===== src/rtl/qos_wrr_scheduler_pkg.sv =====
// Shared definitions for the QoS weighted round-robin read scheduler:
// default sizing, state encoding and the weight loaded at reset.
package qos_wrr_scheduler_pkg;

    localparam int unsigned QUEUE_QUANTITY = 4;
    localparam int unsigned WEIGHT_WIDTH   = 3;
    localparam int unsigned DEFAULT_WEIGHT = 1;

    typedef enum logic {
        StIdle  = 1'b0,
        StServe = 1'b1
    } state_e;

endpackage


===== src/rtl/qos_wrr_scheduler_next_eligible.sv =====
// Rotating-priority search: first set bit of eligible at or after start, wrapping.
// The wrap relies on the queue count being a power of two.
module qos_wrr_scheduler_next_eligible #(
    parameter int unsigned QUEUE_QUANTITY = 4
) (
    input  logic [QUEUE_QUANTITY-1:0]         eligible,
    input  logic [$clog2(QUEUE_QUANTITY)-1:0] start,
    output logic                              found,
    output logic [$clog2(QUEUE_QUANTITY)-1:0] index
);

    localparam int unsigned SelW = $clog2(QUEUE_QUANTITY);

    logic [SelW-1:0] pos;

    // Scan farthest-first so the nearest eligible entry wins the last write.
    always_comb begin
        found = 1'b0;
        index = start;
        pos   = '0;
        for (int k = QUEUE_QUANTITY - 1; k >= 0; k--) begin
            pos = start + SelW'(k);
            if (eligible[pos]) begin
                found = 1'b1;
                index = pos;
            end
        end
    end

endmodule


===== src/rtl/qos_wrr_scheduler.sv =====
// Weighted round-robin read scheduler for the VC FIFOs: drives rd_en, and a
// registered mux selector/valid aligned with the FIFO read data.
module qos_wrr_scheduler
    import qos_wrr_scheduler_pkg::*;
#(
    parameter int unsigned QUEUE_QUANTITY = qos_wrr_scheduler_pkg::QUEUE_QUANTITY,
    parameter int unsigned WEIGHT_WIDTH   = qos_wrr_scheduler_pkg::WEIGHT_WIDTH
) (
    input  logic                                   clk,
    input  logic                                   rst,
    input  logic                                   enb,
    input  logic                                   init,
    input  logic [QUEUE_QUANTITY*WEIGHT_WIDTH-1:0] weights,
    input  logic [QUEUE_QUANTITY-1:0]              buf_empty,
    input  logic                                   pause,
    output logic [QUEUE_QUANTITY-1:0]              rd_en,
    output logic [$clog2(QUEUE_QUANTITY)-1:0]      selector,
    output logic                                   selector_enb,
    output logic                                   idle
);

    localparam int unsigned SelW = $clog2(QUEUE_QUANTITY);

    state_e                                     state_q, state_d;
    logic [SelW-1:0]                            cur_q, cur_d;
    logic [SelW-1:0]                            ptr_q, ptr_d;
    logic [WEIGHT_WIDTH-1:0]                    credit_q, credit_d;
    logic [QUEUE_QUANTITY-1:0][WEIGHT_WIDTH-1:0] weight_q;

    logic [QUEUE_QUANTITY-1:0] eligible;
    logic [SelW-1:0]           search_start;
    logic                      search_found;
    logic [SelW-1:0]           search_index;
    logic                      read_ok;
    logic                      advance;

    always_comb begin
        for (int i = 0; i < QUEUE_QUANTITY; i++) begin
            eligible[i] = ~buf_empty[i] & (weight_q[i] != '0);
        end
    end

    // One shared search: from ptr when idle, from the VC after cur when serving,
    // so cur itself is considered last and a lone eligible VC is re-granted.
    assign search_start = (state_q == StIdle) ? ptr_q : cur_q + SelW'(1);

    qos_wrr_scheduler_next_eligible #(
        .QUEUE_QUANTITY(QUEUE_QUANTITY)
    ) u_next_eligible (
        .eligible(eligible),
        .start   (search_start),
        .found   (search_found),
        .index   (search_index)
    );

    assign read_ok = enb & ~init & ~pause & (state_q == StServe) & ~buf_empty[cur_q];
    assign rd_en   = read_ok ? (QUEUE_QUANTITY'(1) << cur_q) : '0;
    assign idle    = (state_q == StIdle) & (&buf_empty);

    always_comb begin
        state_d  = state_q;
        cur_d    = cur_q;
        ptr_d    = ptr_q;
        credit_d = credit_q;
        advance  = 1'b0;

        if (init) begin
            state_d  = StIdle;
            ptr_d    = '0;
            credit_d = '0;
        end else begin
            unique case (state_q)
                StIdle: begin
                    if (search_found) begin
                        cur_d    = search_index;
                        credit_d = weight_q[search_index];
                        state_d  = StServe;
                    end
                end
                StServe: begin
                    if (!pause) begin
                        if (read_ok) begin
                            credit_d = credit_q - WEIGHT_WIDTH'(1);
                            advance  = (credit_q <= WEIGHT_WIDTH'(1));
                        end else begin
                            // Empty FIFO: forfeit the remaining credit.
                            advance = 1'b1;
                        end
                    end
                end
                default: state_d = StIdle;
            endcase

            if (advance) begin
                if (search_found) begin
                    cur_d    = search_index;
                    credit_d = weight_q[search_index];
                end else begin
                    state_d  = StIdle;
                    ptr_d    = cur_q + SelW'(1);
                    credit_d = '0;
                end
            end
        end
    end

    always_ff @(posedge clk or posedge rst) begin
        if (rst) begin
            state_q      <= StIdle;
            cur_q        <= '0;
            ptr_q        <= '0;
            credit_q     <= '0;
            selector     <= '0;
            selector_enb <= 1'b0;
            for (int i = 0; i < QUEUE_QUANTITY; i++) begin
                weight_q[i] <= WEIGHT_WIDTH'(DEFAULT_WEIGHT);
            end
        end else if (enb) begin
            state_q      <= state_d;
            cur_q        <= cur_d;
            ptr_q        <= ptr_d;
            credit_q     <= credit_d;
            selector_enb <= |rd_en;
            if (|rd_en) begin
                selector <= cur_q;
            end
            if (init) begin
                weight_q <= weights;
            end
        end
    end

endmodule


===== config.mk =====
export PLATFORM = sky130hd
export DESIGN_NAME = qos_wrr_scheduler
export DESIGN_NICKNAME = d
export VERILOG_FILES = /design/src/rtl/qos_wrr_scheduler_pkg.sv /design/src/rtl/qos_wrr_scheduler_next_eligible.sv /design/src/rtl/qos_wrr_scheduler.sv
export SDC_FILE = /design/constraint.sdc
export NUM_CORES = 1
export LEC_CHECK = 0
export ABC_CLOCK_PERIOD_IN_PS = 2400
export BUFFER_PORTS_ARGS = -buffer_cell sky130_fd_sc_hd__buf_2
export CAP_MARGIN = 20
export CORE_MARGIN = 10
export CORE_UTILIZATION = 55
export CTS_BUF_LIST = sky130_fd_sc_hd__clkbuf_16
export DETAILED_ROUTE_END_ITERATION = 7
export GPL_TIMING_DRIVEN = 1
export PLACE_DENSITY_LB_ADDON = 0.3
export SLEW_MARGIN = 15
export SYNTH_ARGS = -nofsm -noshare
export SYNTH_HDL_FRONTEND = slang
export SYNTH_SLANG_ARGS = --single-unit

===== constraint.sdc =====
create_clock -name clk -period 2.4 [get_ports clk]
set_input_delay 0.48 -clock clk [delete_from_list [all_inputs] [get_ports clk]]
set_output_delay 0.48 -clock clk [all_outputs]
set_load 0.02 [all_outputs]

# Word-level counts from Yosys, hierarchy flattened

Cells that the tools add are included.
Widths: inputs -> output; s select.

$add $sub $neg: 5
Magnitude comparators: 7
Eq/ne operators: 4
Shift operators: 1
Muxes and demuxes: 45
Bitwise logic cells: 17
Reduce and logical (&&, ||, !) cells: 12

Operator list:

| cell                | count |
|---|---|
| $mux 2              | 12 |
| $mux 3              | 7 |
| $lt 2x3->1 const B  | 6 |
| $mux 1              | 18 |
| $reduce_bool 3->1   | 4 |
| $bmux 1 s2          | 5 |
| $and 1x1->1         | 9 |
| $ne 4x3->1 const B  | 2 |
| $not 1->1           | 8 |
| $reduce_and 4->1    | 2 |
| $bmux 3 s2          | 1 |
| $pmux 3 s2          | 1 |
| $reduce_and 2->1    | 3 |
| $add 2x1->2 const B | 2 |
| $add 2x2->2 const B | 2 |
| $mux 4              | 1 |
| $ne 4x2->1 const B  | 1 |
| $reduce_or 4->1     | 1 |
| $shl 1x2->4 const A | 1 |
| $le 3x1->1 const B  | 1 |
| $reduce_and 3->1    | 1 |
| $sub 3x1->3 const B | 1 |
| $ne 2x2->1 const B  | 1 |
| $reduce_bool 2->1   | 1 |

Register bits after elaboration: 23
Input port bits: 21
Output and inout port bits: 8

# Depth between registers and ports, before layout

Gate-level depths: netlist of run 1.

Depth after elaboration: 15
Depth in mapped cells: 8

# By module

A second synthesis of run 1 with hierarchy kept.

Cell total of the unflattened synthesis: 138
Area total of the unflattened synthesis: 1,478.9 µm²

Modules (own cells, without submodules):

| module                          | times used | cells each | area each (µm²) |
|---|---|---|---|
| qos_wrr_scheduler               | 1          | 122        | 1,378.8 |
| qos_wrr_scheduler_next_eligible | 1          | 16         | 100.1 |

# Least setup slack after synthesis of run 1

OpenSTA, ideal clock, no wires.

Kind: in2out
Start point: in buf_empty[3]
End point: out rd_en[0]
Arrival: 1.704 ns
Data required time: 1.920 ns
Path slack: 0.216 ns
Cell stages on the path: 4
Cell sequence: buf_2 mux4_2 nor4_2 and2_1

Cells in the longest elaborated chain, start to end: 5

RTL lines:

| what                         | line                    | text |
|---|---|---|
| start, declared              | qos_wrr_scheduler.sv:14 | `input logic [QUEUE_QUANTITY-1:0] buf_empty,` |
| $bmux 1 s2                   | qos_wrr_scheduler.sv:56 | `assign read_ok = enb & ~init & ~pause & (state_q == StServe) & ~buf_empty[cur_q];` |
| $mux 1 (implied by the code) | qos_wrr_scheduler.sv:56 |  |
| $not 1->1                    | qos_wrr_scheduler.sv:56 |  |
| $and 1x1->1                  | qos_wrr_scheduler.sv:56 |  |
| $mux 4                       | qos_wrr_scheduler.sv:57 | `assign rd_en = read_ok ? (QUEUE_QUANTITY'(1) << cur_q) : '0;` |
| end, declared                | qos_wrr_scheduler.sv:16 | `output logic [QUEUE_QUANTITY-1:0] rd_en,` |

No other way between the ends. The select of a mux whose other input is x is not followed.

# Worst setup path after layout of run 1

Start point: reg cur_q[0]
End point: out rd_en[0]

Cells in the longest elaborated chain, start to end: 5

RTL lines:

| what                         | line                     | text |
|---|---|---|
| start, declared              | qos_wrr_scheduler.sv:25  | `logic [SelW-1:0] cur_q, cur_d;` |
| start signal, assigned       | qos_wrr_scheduler.sv:120 | `cur_q <= cur_d;` |
| $bmux 1 s2                   | qos_wrr_scheduler.sv:56  |  |
| $mux 1 (implied by the code) | qos_wrr_scheduler.sv:56  |  |
| $not 1->1                    | qos_wrr_scheduler.sv:56  |  |
| $and 1x1->1                  | qos_wrr_scheduler.sv:56  |  |
| $mux 4 (*)                   | qos_wrr_scheduler.sv:57  |  |

Mark *: on every way between the ends. The rest lies on a longest branch, timed or not. The select of a mux whose other input is x is not followed.

==> run metrics, run 1 <==
Final Cycle Share=96.07%; family with the most delay on the worst path=multiplexers; Seq/Total Area, Yosys=a little over a third; critical path's slowest cell=mux4_2; P_leak=roughly 0.87 nW; HP Class=input pin to async pin; die outline width=roughly 74 µm; CP bufs+invs=1; WL per Instance=19.47 µm; # setup viols final=0; GRT Util Overall=approximately 16%; synthesized area=roughly 1600 µm²; total power=around 1.8 mW; # hold bufs at CTS=0; worst reg2reg setup slack=roughly 0.10 ns; Fin Clk Skew=0.003692 ns; I/O Pins=29; FF/Latch Area=approximately 580 µm²; # DRC=0; CP Data Required Time=~1.9 ns; largest net degree at the start of global routing=24; share of flip-flops with an asynchronous set or reset=100.0%; fin. max-slew vios=0; antenna viol nets, final=0; critical path, cell by cell=mux4_2 > nor4_4 > and2_1 > buf_2; crit path max fanout=5; max_slew headroom=around 42%; Cells after Synth=157; nets=around 220; clock tree sinks=23; CP max stage delay=0.58 ns; syn nets=184; Power Density=955.7 nW/µm²; gpl congestion=0.9602; initial antenna violation count=0; first-pass GRT wire length=approximately 7100 µm; yosys warns=0; CTS Buffer Depth=2; Yosys reg bits=23; Fin Hold WS=0.3877 ns; vias in the first global route=1529; TritonCTS clock tree=yes; Overflow after GRT=0; post-detail-place hpwl=approximately 3400 µm; highest clock rate=between 400 and 500 MHz; Syn Area/Cell=between 10 and 15 µm²; most common cell after layout, fill and taps aside=buf_2; worst skew pair latency=approximately 0.26 ns; most frequent cells in the layout=buf_2, dfrtp_1, mux2_2; CORE AREA=2781 µm²; share of layout cells above drive strength 1=between 30% and 40%; Main synth FF type=dfrtp_1; DR iter-0 viols=about 110; Post-synth EDFFs=0; die area=between 5000 and 6000 µm²; Diodes inserted=0; WL final=around 4300 µm; die height=about 74 µm; I/O Buffers=28; htree depth=1; Slew @ Worst Pin=between 0.8 and 0.9 ns; critical path class=flop to output pin; Worst EP arrival=1.83 ns; Root Driver=clkbuf_16; worst vdd ir=0.0005639 V; area occupied by multi-input gates=roughly 960 µm²; status=complete, no violations; minimum clock period after layout=about 2.3 ns; Rows=19; CP Capture Type=output pin; max cap viols=0; Worst-path clk slew=approximately 0.06 ns; Fin. Hold Viols=0; DR pass1 iterations=5; area grow syn2layout=17.56%; Initial Util=57.89%; CTS Buf Count=3; Via Count=around 1400; Fillers=223; crit start category=flop; Netlist cell types=52; Via density=~6.5
## synthesized netlist by cell type (2+ instances only)
master    instances  share of area (%)
dfrtp_1          19                 30
mux2_2           16                 11
inv_1            14                3.3
nand2_1           9                2.1
and2_1            6                2.3
ha_1              6                4.7
nor2_1            6                1.4
mux2i_1           5                3.1
o21ai_0           5                1.6
dfstp_2           4                6.5
nand4_1           4                1.6
nor2b_1           4                1.6
nor3_1            4                1.2
o211ai_1          4                1.9
o22ai_1           4                1.6
a31o_1            3                1.6
nand3_1           3               0.93
or3_1             3                1.2
a31oi_1           2               0.78
clkbuf_1          2               0.47
nor3_2            2                1.2
o221ai_1          2                1.1
## logic make-up (layout without fill, tap and decap cells)
group | count (synthesis) | count (layout) | share of synthesized area [%]
flip-flops | 23 | 23 | 36.05
XOR/XNOR | 1 | 1 | 0.5440
adder cells (fa/ha/maj) | 6 | 6 | 4.662
AO/OA/AOI/OAI | 40 | 40 | 20.98
multiplexers | 22 | 22 | 15.70
AND/OR/NAND/NOR | 47 | 47 | 17.33
buffers and inverters | 18 | 51 | 4.740
## final timing paths
kind / end / start / cells past startpoint
max: rd_en[0] / cur_q[0]$_DFFE_PP0P_ / 4
min: weight_q[2]$_DFFE_PP0P_ / rst / 2
max reg2reg: credit_q[2]$_DFFE_PP0P_ / cur_q[1]$_DFFE_PP0P_ / 8
min reg2reg: selector_enb$_DFFE_PP0P_ / selector_enb$_DFFE_PP0P_ / 1
max in group asynchronous: state_q$_DFFE_PP0P_ / rst / 2
min in group clk: weight_q[3]$_DFFE_PP1P_ / weights[3] / 2
## layout make-up
type	count	share of cell area, %
clock buffers	3	3.966
clock inverters	1	0.1983
inverters	14	2.776
multi-input cells	116	50.83
flip-flops and latches	23	30.80
well taps	31	2.049
repair buffers	33	9.385
## metrics by stage
| step | setup TNS (ns) | instances | area (µm²) | worst slack, ns | util [%] |
|---|---|---|---|---|---|
| after detailed placement | 0 | 214 | 1780 | 0.03910 | 64.01 |
| after global placement | 0 | 214 | 1780 | 0.1563 | 64.01 |
| final | 0 | 221 | 1893 | 0.09432 | 68.06 |
| after floorplan | 0 | 157 | 1610 | 0.2160 | - |
| after CTS | 0 | 218 | 1869 | 0.05216 | 67.21 |
| after global routing | -0.009190 | 221 | 1893 | -0.009190 | 68.06 |
## registers in the layout (all words and copies together) (netlist names)
signal	count
credit_q	3
cur_q	2
ptr_q	2
selector	2
selector_enb	1
state_q	1
weight_q	12
## worst reg2reg max path, delay by kind of cell (launching register included)
family / cells / cell delay [ns]
DFF: 1 / 0.42
muxes: 2 / 0.49
adders and majority gates: 1 / 0.32
AOI/OAI and AO/OA: 2 / 0.56
and+or+nand+nor: 2 / 0.24
buffers and inverters: 1 / 0.11
## where the power goes
group / internal (mW) / switching, mW / total [mW]
Clock: 0.223 / 0.136 / 0.359
Sequential: 0.496 / 0.104 / 0.600
Combinational: 0.373 / 0.477 / 0.851
## routing by layer
metal  part of all wire, %  up-vias  global-route usage, %
met5                     0        -                      0
met4                   3.3        0                  9.317
met3                   8.8       17                  4.388
met2                    52       77                  28.50
met1                    36      692                  17.15
li1                      -      659                      -
## repair_timing
item,CTS,global route
endpoints found under the hold margin,0,0
buffers inserted,0,3
endpoints found under the setup margin,4,4
cloned,0,0
resized for setup,2,1
pin swaps,1,0
Note: power is estimated with default switching activity, not from simulation.
==> run 2: changes to the inputs <==
CELL_PAD_IN_SITES_DETAIL_PLACEMENT = 0   (was default)
CELL_PAD_IN_SITES_GLOBAL_PLACEMENT = 2   (was default)
CORE_UTILIZATION = 35   (was 55)
==> run 2 against run 1 <==
  * Count of clock-buffer cells in the layout is the same
  * Final cell count grew 12%
  * Critical endpoint is now rd_en[1]
  * Clock power grew 2%
  * Register-to-register slack gained 0.10 ns
  * Clock skew shrank 0.0024 ns
  * Largest cell class unchanged
  * Fmax grew 1.5%
  * Critical path depth is the same
  * Largest power group unchanged
  * Highest routed layer unchanged
  * Worst hold slack gained 0.010 ns
==> run metrics, run 2 (synthesis gave the netlist of run 1 again) <==
Fin Clk Skew=0.001291 ns (-0.002402 ns); status=complete, no violations; gpl congestion=0.8053 (-16%); antenna viol nets, final=0 (unchanged); Crit. Startpoint=cur_q[0]$_DFFE_PP0P_; crit start category=flop; worst skew pair latency=0.25 ns (about the same); die area=7714 µm² (+40%); die outline width=87.83 µm (+19%); clock tree sinks=23 (unchanged); Fin Hold WS=0.3980 ns (+0.01025 ns); Worst-path clk slew=0.06 ns (about the same); nets=223 (+2.3%); # hold bufs at CTS=0 (unchanged); minimum clock period after layout=2.271 ns (-0.03497 ns); Final Cycle Share=94.61% (-1.5 points); WL per Instance=16.45 µm (-16%); WL final=4062 µm (-5.6%); Via Count=1380 (-4.5%); crit path max fanout=5 (unchanged); vias in the first global route=1463 (-4.3%); GRT Util Overall=10.54% (-5.7 points); initial antenna violation count=0 (unchanged); Via density=5.587 (-15%); # setup viols final=0 (unchanged); DR iter-0 viols=53 (-52%); Fillers=430 (+93%); largest net degree at the start of global routing=24 (unchanged); highest clock rate=440.4 MHz (+1.5%); htree depth=1 (unchanged); I/O Pins=29 (unchanged); CTS Buf Count=3 (unchanged); critical path class=flop to output pin; fin. max-slew vios=0 (unchanged); max reg flops=12 (unchanged); die height=87.83 µm (+19%); CTS Buffer Depth=2 (unchanged); Final Util=44.36% (-24 points); Fin. Hold Viols=0 (unchanged); Worst EP arrival=1.79 ns (-0.04 ns); Initial Util=36.48% (-21 points); Rows=24 (+5); largest register by flop count=weight_q; most frequent cells in the layout=buf_2, dfrtp_1, mux2_2; Slew @ Worst Pin=0.8650 ns (+0.002241 ns); # DRC=0 (unchanged); worst vdd ir=0.0005317 V (-5.7%); Largest regs=weight_q x12, credit_q x3; HP Class=input pin to async pin; TritonCTS clock tree=yes; Root Driver=clkbuf_16; P_leak=0.8943 nW (+2.4%); Setup TNS=0 ns (unchanged); RSZ-0062 raised after global routing=no; Power Density=930.1 nW/µm² (-2.7%); CP Data Required Time=1.92 ns (about the same); Overflow after GRT=0 (unchanged); post-detail-place hpwl=3398 µm (-0.78%); max cap viols=0 (unchanged); CP Capture Type=output pin; CORE AREA=4414 µm² (+59%); share of layout cells above drive strength 1=37.95% (+1.1 points); Diodes inserted=0 (unchanged); max_slew headroom=42.27% (-0.15 points); first-pass GRT wire length=6672 µm (-5.7%); DR pass1 iterations=4 (-1); most common cell after layout, fill and taps aside=buf_2; I/O Buffers=28 (unchanged); area grow syn2layout=21.60%; worst r2r src=cur_q[0]$_DFFE_PP0P_
[run 2: report_power, final]
part / internal, mW / leakage [nW] / switching (mW)
sequential: 0.493 / 0.279 / 0.0899
combinational: 0.407 / 0.578 / 0.466
clock: 0.226 / 0.0371 / 0.140
total: 1.13 / 0.894 / 0.696
[run 2: per-layer routing]
layer | part of all wire (%) | routed length, µm | track usage, %
met1 | 40 | 1644 | 11.63
met4 | 0.84 | 34 | 1.304
met3 | 8.1 | 331 | 3.528
met5 | 0 | 0 | 0
met2 | 50 | 2051 | 19.51
[run 2: worst paths after layout]
kind	endpoint	cells past startpoint	slack, ns
max	rd_en[1]	4	0.13
min reg2reg	selector_enb$_DFFE_PP0P_	1	0.48
min	weight_q[4]$_DFFE_PP0P_	2	0.40
max in group asynchronous	selector_enb$_DFFE_PP0P_	2	1.47
max reg2reg	credit_q[2]$_DFFE_PP0P_	8	0.20
min in group clk	weight_q[8]$_DFFE_PP0P_	2	0.45
[run 2: what timing repair did]
action | 4_1_cts | 5_1_grt
resized for setup | 1 | 0
endpoints found under the setup margin | 4 | 4
pin swaps | 0 | 1
setup buffers | 0 | 1
hold endpoints to repair | 0 | 0
[run 2: critical path, cell delays in order, from the launching register on]
cell and delay, ns:
dfrtp_1 0.41, mux4_2 0.58, nor4_4 0.21, and2_1 0.17, buf_2 0.16
[run 2: layout make-up]
class / instances / area, µm² / share of cell area (%)
clock buffers: 3 / 75.07 / 3.834
clock inverters: 1 / 7.507 / 0.3834
inverters: 14 / 52.55 / 2.684
multi-input cells: 116 / 962.2 / 49.14
flip-flops and latches: 23 / 580.6 / 29.65
well taps: 52 / 65.06 / 3.323
repair buffers: 38 / 215.2 / 10.99
[run 2: stage by stage]
| step | setup slack [ns] | cell area (µm²) | total power, mW | cells |
|---|---|---|---|---|
| after floorplan | 0.2160 | 1610 | 1.183 | 157 |
| after global placement | 0.1296 | 1859 | 1.434 | 242 |
| after detailed placement | 0.08006 | 1859 | 1.450 | 242 |
| after CTS | 0.02622 | 1951 | 1.828 | 246 |
| after global routing | 0.008820 | 1958 | 1.957 | 247 |
| final | 0.1293 | 1958 | 1.821 | 247 |
